### config.mk
export PLATFORM = sky130hd
export DESIGN_NAME = hazard_ctrl_flat
export DESIGN_NICKNAME = d
export VERILOG_FILES = /design/src/rtl/hazard_ctrl_if.sv /design/src/rtl/hazard_ctrl.sv /design/src/flat_wrapper.sv
export SDC_FILE = /design/constraint.sdc
export NUM_CORES = 1
export LEC_CHECK = 0
export ABC_CLOCK_PERIOD_IN_PS = 1800
export BUFFER_PORTS_ARGS = -buffer_cell sky130_fd_sc_hd__clkbuf_2
export CAP_MARGIN = 25
export CORE_MARGIN = 4
export CORE_UTILIZATION = 45
export DETAILED_ROUTE_END_ITERATION = 12
export PLACE_DENSITY_LB_ADDON = 0.05
export SLEW_MARGIN = 5
export SYNTH_ARGS = -nofsm -noshare
export SYNTH_HDL_FRONTEND = slang
export SYNTH_SLANG_ARGS = --single-unit
### constraint.sdc
create_clock -name i_clk -period 1.8 [get_ports i_clk]
set_input_delay 0.36 -clock i_clk [delete_from_list [all_inputs] [get_ports i_clk]]
set_output_delay 0.36 -clock i_clk [all_outputs]
set_load 0.02 [all_outputs]
### src/rtl/hazard_ctrl_if.sv
// Hazard/sequencer signal bundle between the pipeline datapath and hazard_ctrl.
// master = pipeline side (drives hazard inputs), slave = hazard_ctrl.
interface hazard_ctrl_if;
  logic [4:0] i_rs1_addr_id;
  logic [4:0] i_rs2_addr_id;
  logic       i_rs1_use_id;
  logic       i_rs2_use_id;
  logic [4:0] i_rd_addr_ex;
  logic       i_rd_wr_en_ex;
  logic       i_is_load_ex;
  logic       i_br_taken_ex;
  logic       i_dmem_busy;
  logic       i_trap_mem;
  logic       i_mret_mem;
  logic       o_stall_if;
  logic       o_stall_id;
  logic       o_stall_ex;
  logic       o_stall_mem;
  logic       o_flush_id;
  logic       o_flush_ex;
  logic       o_flush_mem;
  logic       o_flush_wb;
  logic [1:0] o_pc_src;
  logic       o_bus_err;

  modport master (
    output i_rs1_addr_id, i_rs2_addr_id, i_rs1_use_id, i_rs2_use_id,
           i_rd_addr_ex, i_rd_wr_en_ex, i_is_load_ex, i_br_taken_ex,
           i_dmem_busy, i_trap_mem, i_mret_mem,
    input  o_stall_if, o_stall_id, o_stall_ex, o_stall_mem,
           o_flush_id, o_flush_ex, o_flush_mem, o_flush_wb,
           o_pc_src, o_bus_err
  );

  modport slave (
    input  i_rs1_addr_id, i_rs2_addr_id, i_rs1_use_id, i_rs2_use_id,
           i_rd_addr_ex, i_rd_wr_en_ex, i_is_load_ex, i_br_taken_ex,
           i_dmem_busy, i_trap_mem, i_mret_mem,
    output o_stall_if, o_stall_id, o_stall_ex, o_stall_mem,
           o_flush_id, o_flush_ex, o_flush_mem, o_flush_wb,
           o_pc_src, o_bus_err
  );
endinterface

### src/rtl/hazard_ctrl.sv
// 5-stage pipeline sequencer: load-use stall, dmem freeze with watchdog, branch/trap redirect, drain.
// Optional HAZARD_PERF_CNT_EN adds or_stall_cnt / or_flush_cnt performance counters.
module hazard_ctrl #(
  parameter int unsigned DRAIN_CYC   = 2,
  parameter int unsigned MEM_TIMEOUT = 255
) (
  input  logic          i_clk,
  input  logic          i_rst_n,
  hazard_ctrl_if.slave  hz
`ifdef HAZARD_PERF_CNT_EN
  ,
  output logic [31:0]   or_stall_cnt,
  output logic [31:0]   or_flush_cnt
`endif
);

  localparam int unsigned WCNT_W = (MEM_TIMEOUT > 1) ? $clog2(MEM_TIMEOUT) : 1;
  localparam logic [WCNT_W-1:0] WCNT_LAST = WCNT_W'((MEM_TIMEOUT == 0) ? 0 : MEM_TIMEOUT - 1);
  localparam logic [3:0] DRAIN_INIT = 4'(DRAIN_CYC);

  typedef enum logic [1:0] {S_INIT, S_RUN, S_MEMWAIT, S_DRAIN} state_t;

  state_t            state, state_nx;
  logic [3:0]        cnt, cnt_nx;
  logic [WCNT_W-1:0] wcnt, wcnt_nx;

  logic       stall_if, stall_id, stall_ex, stall_mem;
  logic       flush_id, flush_ex, flush_mem, flush_wb;
  logic [1:0] pc_src;
  logic       bus_err;
  logic       load_use, timeout;

  assign load_use = hz.i_is_load_ex && hz.i_rd_wr_en_ex && (hz.i_rd_addr_ex != '0) &&
                    ((hz.i_rs1_use_id && (hz.i_rs1_addr_id == hz.i_rd_addr_ex)) ||
                     (hz.i_rs2_use_id && (hz.i_rs2_addr_id == hz.i_rd_addr_ex)));

  assign timeout = (MEM_TIMEOUT != 0) && hz.i_dmem_busy && (wcnt == WCNT_LAST);

  always_comb begin
    state_nx  = state;
    cnt_nx    = cnt;
    wcnt_nx   = wcnt;
    stall_if  = 1'b0;
    stall_id  = 1'b0;
    stall_ex  = 1'b0;
    stall_mem = 1'b0;
    flush_id  = 1'b0;
    flush_ex  = 1'b0;
    flush_mem = 1'b0;
    flush_wb  = 1'b0;
    pc_src    = 2'b00;
    bus_err   = 1'b0;
    unique case (state)
      S_INIT: begin
        flush_id  = 1'b1;
        flush_ex  = 1'b1;
        flush_mem = 1'b1;
        flush_wb  = 1'b1;
        state_nx  = S_RUN;
      end
      S_DRAIN: begin
        // Pipe holds only bubbles here, so every request input is ignored.
        stall_if = 1'b1;
        flush_id = 1'b1;
        cnt_nx   = cnt - 4'd1;
        if (cnt <= 4'd1) state_nx = S_RUN;
      end
      default: begin
        // RUN and MEMWAIT decode identically; MEMWAIT only labels an ongoing freeze.
        if (hz.i_trap_mem || hz.i_mret_mem || timeout) begin
          flush_id  = 1'b1;
          flush_ex  = 1'b1;
          flush_mem = 1'b1;
          pc_src    = (hz.i_trap_mem || !hz.i_mret_mem) ? 2'b10 : 2'b11;
          bus_err   = !(hz.i_trap_mem || hz.i_mret_mem);
          state_nx  = S_DRAIN;
          cnt_nx    = DRAIN_INIT;
          wcnt_nx   = '0;
        end else if (hz.i_dmem_busy) begin
          stall_if  = 1'b1;
          stall_id  = 1'b1;
          stall_ex  = 1'b1;
          stall_mem = 1'b1;
          flush_wb  = 1'b1;
          state_nx  = S_MEMWAIT;
          wcnt_nx   = (wcnt == '1) ? wcnt : wcnt + 1'b1;
        end else begin
          state_nx = S_RUN;
          wcnt_nx  = '0;
          if (hz.i_br_taken_ex) begin
            flush_id = 1'b1;
            flush_ex = 1'b1;
            pc_src   = 2'b01;
          end else if (load_use) begin
            stall_if = 1'b1;
            stall_id = 1'b1;
            flush_ex = 1'b1;
          end
        end
      end
    endcase
  end

  always_ff @(posedge i_clk or negedge i_rst_n) begin
    if (!i_rst_n) begin
      state <= S_INIT;
      cnt   <= '0;
      wcnt  <= '0;
    end else begin
      state <= state_nx;
      cnt   <= cnt_nx;
      wcnt  <= wcnt_nx;
    end
  end

  assign hz.o_stall_if  = stall_if;
  assign hz.o_stall_id  = stall_id;
  assign hz.o_stall_ex  = stall_ex;
  assign hz.o_stall_mem = stall_mem;
  assign hz.o_flush_id  = flush_id;
  assign hz.o_flush_ex  = flush_ex;
  assign hz.o_flush_mem = flush_mem;
  assign hz.o_flush_wb  = flush_wb;
  assign hz.o_pc_src    = pc_src;
  assign hz.o_bus_err   = bus_err;

`ifdef HAZARD_PERF_CNT_EN
  always_ff @(posedge i_clk or negedge i_rst_n) begin
    if (!i_rst_n) begin
      or_stall_cnt <= '0;
      or_flush_cnt <= '0;
    end else begin
      if (stall_if || stall_id || stall_ex || stall_mem) or_stall_cnt <= or_stall_cnt + 32'd1;
      if (pc_src != 2'b00) or_flush_cnt <= or_flush_cnt + 32'd1;
    end
  end
`endif

endmodule

### src/flat_wrapper.sv
// flat-port wrapper written by rule: the top's interface ports become plain ports
module hazard_ctrl_flat 
#(
  parameter int unsigned DRAIN_CYC   = 2,
  parameter int unsigned MEM_TIMEOUT = 255
)
  (i_clk, i_rst_n, hz_i_rs1_addr_id, hz_i_rs2_addr_id, hz_i_rs1_use_id, hz_i_rs2_use_id, hz_i_rd_addr_ex, hz_i_rd_wr_en_ex, hz_i_is_load_ex, hz_i_br_taken_ex, hz_i_dmem_busy, hz_i_trap_mem, hz_i_mret_mem, hz_o_stall_if, hz_o_stall_id, hz_o_stall_ex, hz_o_stall_mem, hz_o_flush_id, hz_o_flush_ex, hz_o_flush_mem, hz_o_flush_wb, hz_o_pc_src, hz_o_bus_err);
  hazard_ctrl_if hz_i ();
  input  logic i_clk;
  input  logic i_rst_n;
  input wire logic [$bits(hz_i.i_rs1_addr_id)-1:0] hz_i_rs1_addr_id;
  input wire logic [$bits(hz_i.i_rs2_addr_id)-1:0] hz_i_rs2_addr_id;
  input wire logic [$bits(hz_i.i_rs1_use_id)-1:0] hz_i_rs1_use_id;
  input wire logic [$bits(hz_i.i_rs2_use_id)-1:0] hz_i_rs2_use_id;
  input wire logic [$bits(hz_i.i_rd_addr_ex)-1:0] hz_i_rd_addr_ex;
  input wire logic [$bits(hz_i.i_rd_wr_en_ex)-1:0] hz_i_rd_wr_en_ex;
  input wire logic [$bits(hz_i.i_is_load_ex)-1:0] hz_i_is_load_ex;
  input wire logic [$bits(hz_i.i_br_taken_ex)-1:0] hz_i_br_taken_ex;
  input wire logic [$bits(hz_i.i_dmem_busy)-1:0] hz_i_dmem_busy;
  input wire logic [$bits(hz_i.i_trap_mem)-1:0] hz_i_trap_mem;
  input wire logic [$bits(hz_i.i_mret_mem)-1:0] hz_i_mret_mem;
  output wire logic [$bits(hz_i.o_stall_if)-1:0] hz_o_stall_if;
  output wire logic [$bits(hz_i.o_stall_id)-1:0] hz_o_stall_id;
  output wire logic [$bits(hz_i.o_stall_ex)-1:0] hz_o_stall_ex;
  output wire logic [$bits(hz_i.o_stall_mem)-1:0] hz_o_stall_mem;
  output wire logic [$bits(hz_i.o_flush_id)-1:0] hz_o_flush_id;
  output wire logic [$bits(hz_i.o_flush_ex)-1:0] hz_o_flush_ex;
  output wire logic [$bits(hz_i.o_flush_mem)-1:0] hz_o_flush_mem;
  output wire logic [$bits(hz_i.o_flush_wb)-1:0] hz_o_flush_wb;
  output wire logic [$bits(hz_i.o_pc_src)-1:0] hz_o_pc_src;
  output wire logic [$bits(hz_i.o_bus_err)-1:0] hz_o_bus_err;
  assign hz_i.i_rs1_addr_id = hz_i_rs1_addr_id;
  assign hz_i.i_rs2_addr_id = hz_i_rs2_addr_id;
  assign hz_i.i_rs1_use_id = hz_i_rs1_use_id;
  assign hz_i.i_rs2_use_id = hz_i_rs2_use_id;
  assign hz_i.i_rd_addr_ex = hz_i_rd_addr_ex;
  assign hz_i.i_rd_wr_en_ex = hz_i_rd_wr_en_ex;
  assign hz_i.i_is_load_ex = hz_i_is_load_ex;
  assign hz_i.i_br_taken_ex = hz_i_br_taken_ex;
  assign hz_i.i_dmem_busy = hz_i_dmem_busy;
  assign hz_i.i_trap_mem = hz_i_trap_mem;
  assign hz_i.i_mret_mem = hz_i_mret_mem;
  assign hz_o_stall_if = hz_i.o_stall_if;
  assign hz_o_stall_id = hz_i.o_stall_id;
  assign hz_o_stall_ex = hz_i.o_stall_ex;
  assign hz_o_stall_mem = hz_i.o_stall_mem;
  assign hz_o_flush_id = hz_i.o_flush_id;
  assign hz_o_flush_ex = hz_i.o_flush_ex;
  assign hz_o_flush_mem = hz_i.o_flush_mem;
  assign hz_o_flush_wb = hz_i.o_flush_wb;
  assign hz_o_pc_src = hz_i.o_pc_src;
  assign hz_o_bus_err = hz_i.o_bus_err;
  hazard_ctrl #(.DRAIN_CYC(DRAIN_CYC), .MEM_TIMEOUT(MEM_TIMEOUT)) u_core (.i_clk(i_clk), .i_rst_n(i_rst_n), .hz(hz_i));
endmodule
==> results of run 1 <==
## kinds of logic after synthesis
kind of cell | Yosys count
compound gates | 33
xor+xnor | 12
fa+ha+maj | 6
buf+inv | 13
flops | 14
mux | 2
simple gates | 43
## cell usage after synthesis, drive strengths merged
master	number
nor3b	1
ha	6
nor3	5
clkbuf	1
a21oi	4
xnor2	2
nand3	7
o211ai	4
nand4	4
and2	2
o31a	1
and4	2
o2bb2ai	3
a32oi	1
a211oi	2
or3	2
buf	1
o311a	1
o31ai	2
and3	3
mux2	1
nand4bb	1
o311ai	1
nor2	9
a21o	4
inv	10
xor2	10
or2	1
a2111oi	1
o2111a	1
dfrtp	14
mux2i	1
nand2	4
clkinv	1
a22oi	1
nor4	2
o21ai	7
## worst max path at each step
stage	startpoint	cells after the start	endpoint	slack (ps)
CTS	u_core.state[1]$_DFFE_PN0P_	7	hz_o_stall_id	-340
global route	u_core.state[1]$_DFFE_PN0P_	7	hz_o_stall_id	-420
finish	u_core.state[1]$_DFFE_PN0P_	7	hz_o_stall_id	-320
global placement	u_core.state[1]$_DFFE_PN0P_	7	hz_o_stall_id	-80
detailed placement	u_core.state[1]$_DFFE_PN0P_	7	hz_o_stall_id	-120
floorplan	u_core.wcnt[0]$_DFFE_PN0P_	6	hz_o_flush_ex	-80
## power by group
group	internal (mW)	switching, mW	leakage, nW
clock	0.123	0.104	0.0210
sequential	0.372	0.0422	0.182
combinational	0.568	0.631	0.625
total	1.06	0.777	0.828
## registers in the layout, indices dropped and copies added (netlist names)
name and count:
u_core.state 2, u_core.cnt 4, u_core.wcnt 8
## layer usage
layer	up-vias	GRT usage [%]	part of all wire, %
li1	600	-	-
met1	573	26.1	45
met2	53	33.1	48
met3	8	1.81	5.1
met4	0	5.96	1.7
met5	-	0	0
## through the flow
| stage | setup slack [ps] | utilization [%] | cell area (um^2) |
|---|---|---|---|
| floorplan | -82.2 | - | 1140 |
| global placement | -84.6 | 66.5 | 1500 |
| detailed placement | -122 | 66.5 | 1500 |
| CTS | -343 | 75.1 | 1690 |
| global route | -423 | 78.4 | 1770 |
| finish | -323 | 78.4 | 1770 |
## cell type report
| class | instances | area [um^2] | share of cell area [%] |
|---|---|---|---|
| clock buffer | 4 | 36.3 | 2.05 |
| inverter | 11 | 43.8 | 2.48 |
| timing repair buffer | 64 | 493 | 27.9 |
| sequential | 14 | 350 | 19.8 |
| multi-input combinational | 96 | 810 | 45.8 |
| tap | 28 | 35.0 | 1.98 |
## critical path, delay by kind of cell, from the launching register on
| kind | cells | cell delay, ps |
|---|---|---|
| AOI/OAI and AO/OA | 2 | 420 |
| DFF | 1 | 380 |
| adders and majority gates | 1 | 290 |
| buffers and inverters | 3 | 220 |
| and+or+nand+nor | 1 | 180 |
## what timing repair did
item	CTS	global route
buffers inserted	4	3
gates resized for setup	29	24
pin swaps	7	5
hold buffers	1	0
setup endpoints to repair	12	19
endpoints found under the hold margin	14	0
==> flow_metrics.env, run 1 <==
export IMPL_synthMuxAreaShare_pct=1.96
export IMPL_r2r_cells=7
export IMPL_worst_pin_slew_ps=398
export IMPL_routed_wl_um=3380
export IMPL_post_drt_wl_per_cell_um=15.6
export IMPL_cts_buffers_inserted=3
export IMPL_crit_path_start_kind="flop"
export IMPL_finalNonFillerCells=217
export IMPL_yosys_warnings=0
export IMPL_clock_fmax_ghz=0.471
export IMPL_dpl_hpwl_um=2260
export IMPL_synth_area_leaders="dfrtp_1 32%, xor2_1 8.1%, ha_1 6.9%"
export IMPL_avgSynthCellArea_um2=8.84
export IMPL_port_buffers=35
export IMPL_timing_hold_ws_ps=505
export IMPL_grt_usage_pct=19.4
export IMPL_path_class="reg2out"
export IMPL_yosys_cell_types_count=42
export IMPL_num_rows=17
export IMPL_timing_rr_end="u_core.cnt[0]$_DFFE_PN0P_"
export IMPL_worstSkewPairLatency_ps=280
export IMPL_rrSetupSlack_ps=60
export IMPL_antenna_found_initial=0
export IMPL_worstSetupEndpointType="output port"
export IMPL_synth_seq_area_share_pct=32.2
export IMPL_period_share_pct=118
export IMPL_crit_required_ps=1440
export IMPL_grt_ovfl_total=0
export IMPL_postRouteAntennaNets=0
export IMPL_synth_top_family_by_area="simple AND/OR/NAND/NOR gates"
export IMPL_die_area_um2=3270
export IMPL_maxSlewViolCount=0
export IMPL_start_util_pct=48.2
export IMPL_vias=1234
export IMPL_h_tree_depth=1
export IMPL_syn_inst=123
export IMPL_viasPerCell=5.69
export IMPL_drt_iter0_drc=34
export IMPL_drt_pre_antenna_iters=4
export IMPL_layout_common_cells="26 x buf_4, 24 x clkbuf_2, 14 x dfrtp_1"
export IMPL_clockBufferDepth=2
export IMPL_layout_min_cycle_time_ps=2120
export IMPL_rsz0062_at_grt="yes"
export IMPL_grt_pass1_vias=1123
export IMPL_p_total_mw=1.84
export IMPL_crit_path_max_fanout=4
export IMPL_syn_nets=154
export IMPL_setup_violations=10
export IMPL_drcViolationCount=0
export IMPL_layout_nets=221
export IMPL_timing_final_hold_violations=0
export IMPL_tns_ps=-2470
export IMPL_diodes=0
export IMPL_r2r_start="u_core.wcnt[0]$_DFFE_PN0P_"
export IMPL_ios=36
export IMPL_ys_ff_latch=14
export IMPL_synth_top_cell_area_share_pct=32.2
export IMPL_clock_sinks=14
export IMPL_crit_chain="inv_2, ha_4, inv_4, a2111oi_4, nand3_2, o21ai_4, buf_8"
export IMPL_cpPeakStageDelay_ps=380
export IMPL_synthXorXnorAreaFrac_pct=9.67
export IMPL_p_leak_nw=0.828
export IMPL_skew_ps=8.28
export IMPL_power_density_nw_per_um2=1040
export IMPL_cpMaxStageDelayCell="dfrtp_1"
export IMPL_arrival_ps=1760
export IMPL_status="finished with violations"
export IMPL_max_cap_viol_count=0
export IMPL_fillers=156
export IMPL_ir_drop_mv=0.997
export IMPL_relSlewSlack_pct=73.2
export IMPL_setup_ws_ps=-323
export IMPL_synth_compound_area_share_pct=21.9
export IMPL_drive_gt1_share_pct=47.6
export IMPL_cts_root_buf="clkbuf_4"
export IMPL_cts_tree="done"
export IMPL_hp_class="in2async"
export IMPL_violations="setup timing"
export IMPL_synth_adder_area_share_pct=6.90
export IMPL_gp_congestion=0.860
export IMPL_placeableCoreArea_um2=2250
export IMPL_yosys_area_share_simple_pct=22.6
export IMPL_layout_commonest_cell="buf_4"
export IMPL_syn_area_um2=1090
export IMPL_grt_first_pass_wirelength_um=5060
export IMPL_grt_max_degree=15
export IMPL_synth_area_leader_cell="dfrtp_1"
export IMPL_clk_transition_reported_paths_ps=90
export IMPL_area_growth_synth_to_final_pct=62.6
export IMPL_post_place_cells=206
export IMPL_die_h_um=57.2
export IMPL_die_x_um=57.2
No activity file was read; power rests on OpenSTA's default activity.
==> inputs of run 2 (changes only) <==
--- a/config.mk
+++ b/config.mk
@@ -8,10 +8,13 @@
 export ABC_CLOCK_PERIOD_IN_PS = 1800
 export BUFFER_PORTS_ARGS = -buffer_cell sky130_fd_sc_hd__clkbuf_2
 export CAP_MARGIN = 25
+export CELL_PAD_IN_SITES_DETAIL_PLACEMENT = 1
+export CELL_PAD_IN_SITES_GLOBAL_PLACEMENT = 1
 export CORE_MARGIN = 4
-export CORE_UTILIZATION = 45
+export CORE_UTILIZATION = 33
 export DETAILED_ROUTE_END_ITERATION = 12
 export PLACE_DENSITY_LB_ADDON = 0.05
+export SETUP_SLACK_MARGIN = 0.15
 export SLEW_MARGIN = 5
 export SYNTH_ARGS = -nofsm -noshare
 export SYNTH_HDL_FRONTEND = slang
==> flow_metrics.env, run 2 (same netlist as run 1, synthesis figures left out) <==
export IMPL_relSlewSlack_pct=71.4
export IMPL_arrival_ps=2000
export IMPL_p_sw_mw=1.07
export IMPL_status="finished with violations"
export IMPL_path_class="reg2out"
export IMPL_die_area_um2=4280
export IMPL_pwr_share_clk_pct=7.4
export IMPL_layout_nets=234
export IMPL_drt_iter0_drc=100
export IMPL_area_growth_synth_to_final_pct=89.4
export IMPL_worstSetupEndpointType="output port"
export IMPL_diodes=0
export IMPL_internal_power_mw=1.28
export IMPL_grt_pass1_vias=1527
export IMPL_stdcell_area_um2=2060
export IMPL_crit_path_start_kind="flop"
export IMPL_period_share_pct=131
export IMPL_maxSlewViolCount=0
export IMPL_placeableCoreArea_um2=3100
export IMPL_dp_worst_setup_slack_ps=-132
export IMPL_fillers=343
export IMPL_gp_congestion=0.749
export IMPL_cts_root_buf="clkbuf_4"
export IMPL_port_buffers=35
export IMPL_grt_first_pass_wirelength_um=7770
export IMPL_viasPerCell=5.74
export IMPL_grt_ovfl_total=0
export IMPL_cts_tree="done"
export IMPL_crit_path_max_fanout=4
export IMPL_worst_pin_slew_ps=425
export IMPL_setup_ws_ps=-559
export IMPL_routed_wl_um=6210
export IMPL_wl_met3_um=293
export IMPL_dpl_hpwl_um=2960
export IMPL_placed_area_um2=1590
export IMPL_clk_transition_reported_paths_ps=80
export IMPL_violations="setup timing"
export IMPL_post_route_util_pct=66.4
export IMPL_wl_met2_um=3190
export IMPL_r2r_start="u_core.wcnt[0]$_DFFE_PN0P_"
export IMPL_largest_register="u_core.wcnt"
export IMPL_post_drt_wl_per_cell_um=25.3
export IMPL_timing_hold_ws_ps=522
export IMPL_p_leak_nw=0.936
export IMPL_drive_gt1_share_pct=59.2
export IMPL_worstSkewPairLatency_ps=270
export IMPL_top_regs="u_core.wcnt: 8 flops, u_core.cnt: 4 flops, u_core.state: 2 flops"
export IMPL_cp_startpoint="u_core.wcnt[0]$_DFFE_PN0P_"
export IMPL_start_util_pct=35.0
export IMPL_postRouteAntennaNets=0
export IMPL_rsz0062_at_grt="yes"
export IMPL_crit_required_ps=1440
export IMPL_skew_ps=1.58
export IMPL_p_total_mw=2.36
export IMPL_layout_common_cells="32 x buf_4, 24 x clkbuf_2, 14 x dfrtp_1"
export IMPL_timing_final_hold_violations=0
export IMPL_met1_length_um=2440
export IMPL_vias=1406
export IMPL_drcViolationCount=0
export IMPL_die_h_um=65.4
export IMPL_layout_commonest_cell="buf_4"
export IMPL_antenna_found_initial=0
export IMPL_h_tree_depth=1
export IMPL_ios=36
export IMPL_setup_violations=21
export IMPL_grt_max_degree=15
export IMPL_clock_fmax_ghz=0.424
export IMPL_switching_share_pct=45.5
export IMPL_power_density_nw_per_um2=1140
export IMPL_hp_class="in2async"
export IMPL_power_frac_comb_pct=74.7
export IMPL_grt_usage_pct=24.6
export IMPL_drt_pre_antenna_iters=4
export IMPL_clock_sinks=14
export IMPL_die_x_um=65.4
export IMPL_ir_drop_mv=0.638
export IMPL_layout_min_cycle_time_ps=2360
export IMPL_largest_register_ff_count=8
export IMPL_num_rows=20
export IMPL_p_seq_share_pct=17.9
export IMPL_clockBufferDepth=2
export IMPL_highest_layer="met4"
export IMPL_cts_buffers_inserted=3
export IMPL_max_cap_viol_count=0
[run 2: changes by cell type in the layout (fill, tap and decap cells not counted), sizes merged]
cell    previous run  this run
buf               38        49
clkbuf            29        30
[run 2: path summary, 6_finish.rpt]
kind | to | slack, ps | depth (start not counted)
max | hz_o_flush_ex | -560 | 7
min | u_core.wcnt[7]$_DFFE_PN0P_ | 520 | 2
max reg2reg | u_core.wcnt[6]$_DFFE_PN0P_ | -120 | 9
min reg2reg | u_core.cnt[3]$_DFFE_PN0P_ | 590 | 1
max in group asynchronous | u_core.wcnt[2]$_DFFE_PN0P_ | 1020 | 2
min in group i_clk | u_core.cnt[3]$_DFFE_PN0P_ | 590 | 1
[run 2: timing repair]
action | in CTS | in global routing
buffers inserted | 9 | 6
hold buffers | 1 | 0
gates resized for setup | 45 | 35
cloned | 0 | 0
pin swaps | 14 | 17
endpoints found under the setup margin | 21 | 23
hold endpoints to repair | 14 | 0
[run 2: per-layer routing]
layer | global-route usage, % | vias to the layer above
met5 | 0 | -
met4 | 18.1 | 0
met3 | 3.08 | 24
met2 | 46.4 | 66
met1 | 24.2 | 703
li1 | - | 613
[run 2: layout make-up]
cell class | instances | area, um^2 | share of cell area, %
Clock buffer | 3 | 22.5 | 1.09
Inverter | 11 | 48.8 | 2.37
Multi-Input combinational cell | 96 | 943 | 45.8
Sequential cell | 14 | 350 | 17.0
Tap cell | 44 | 55.1 | 2.67
Timing Repair Buffer | 77 | 639 | 31.0
[run 2: stage by stage]
| step | setup TNS [ps] | cells |
|---|---|---|
| finish | -5550 | 245 |
| CTS | -3010 | 239 |
| global route | -6420 | 245 |
| floorplan | -82.2 | 123 |
| global placement | -274 | 226 |
| detailed placement | -389 | 226 |
[run 2: power groups by stage]
stage               Sequential, mW  Clock, mW  Combinational [mW]
finish                       0.421      0.173                1.76
global route                 0.426      0.188                1.85
CTS                          0.414      0.184                1.31
detailed placement           0.415          0                1.04
global placement             0.412          0                1.01
floorplan                    0.413          0               0.622
[run 2: critical path, cell delays in order (launching register included)]
cell	delay [ps]
dfrtp_1	400
inv_2	100
ha_4	160
nand4_4	110
o211ai_1	390
nand3_1	190
o211ai_1	210
buf_4	180
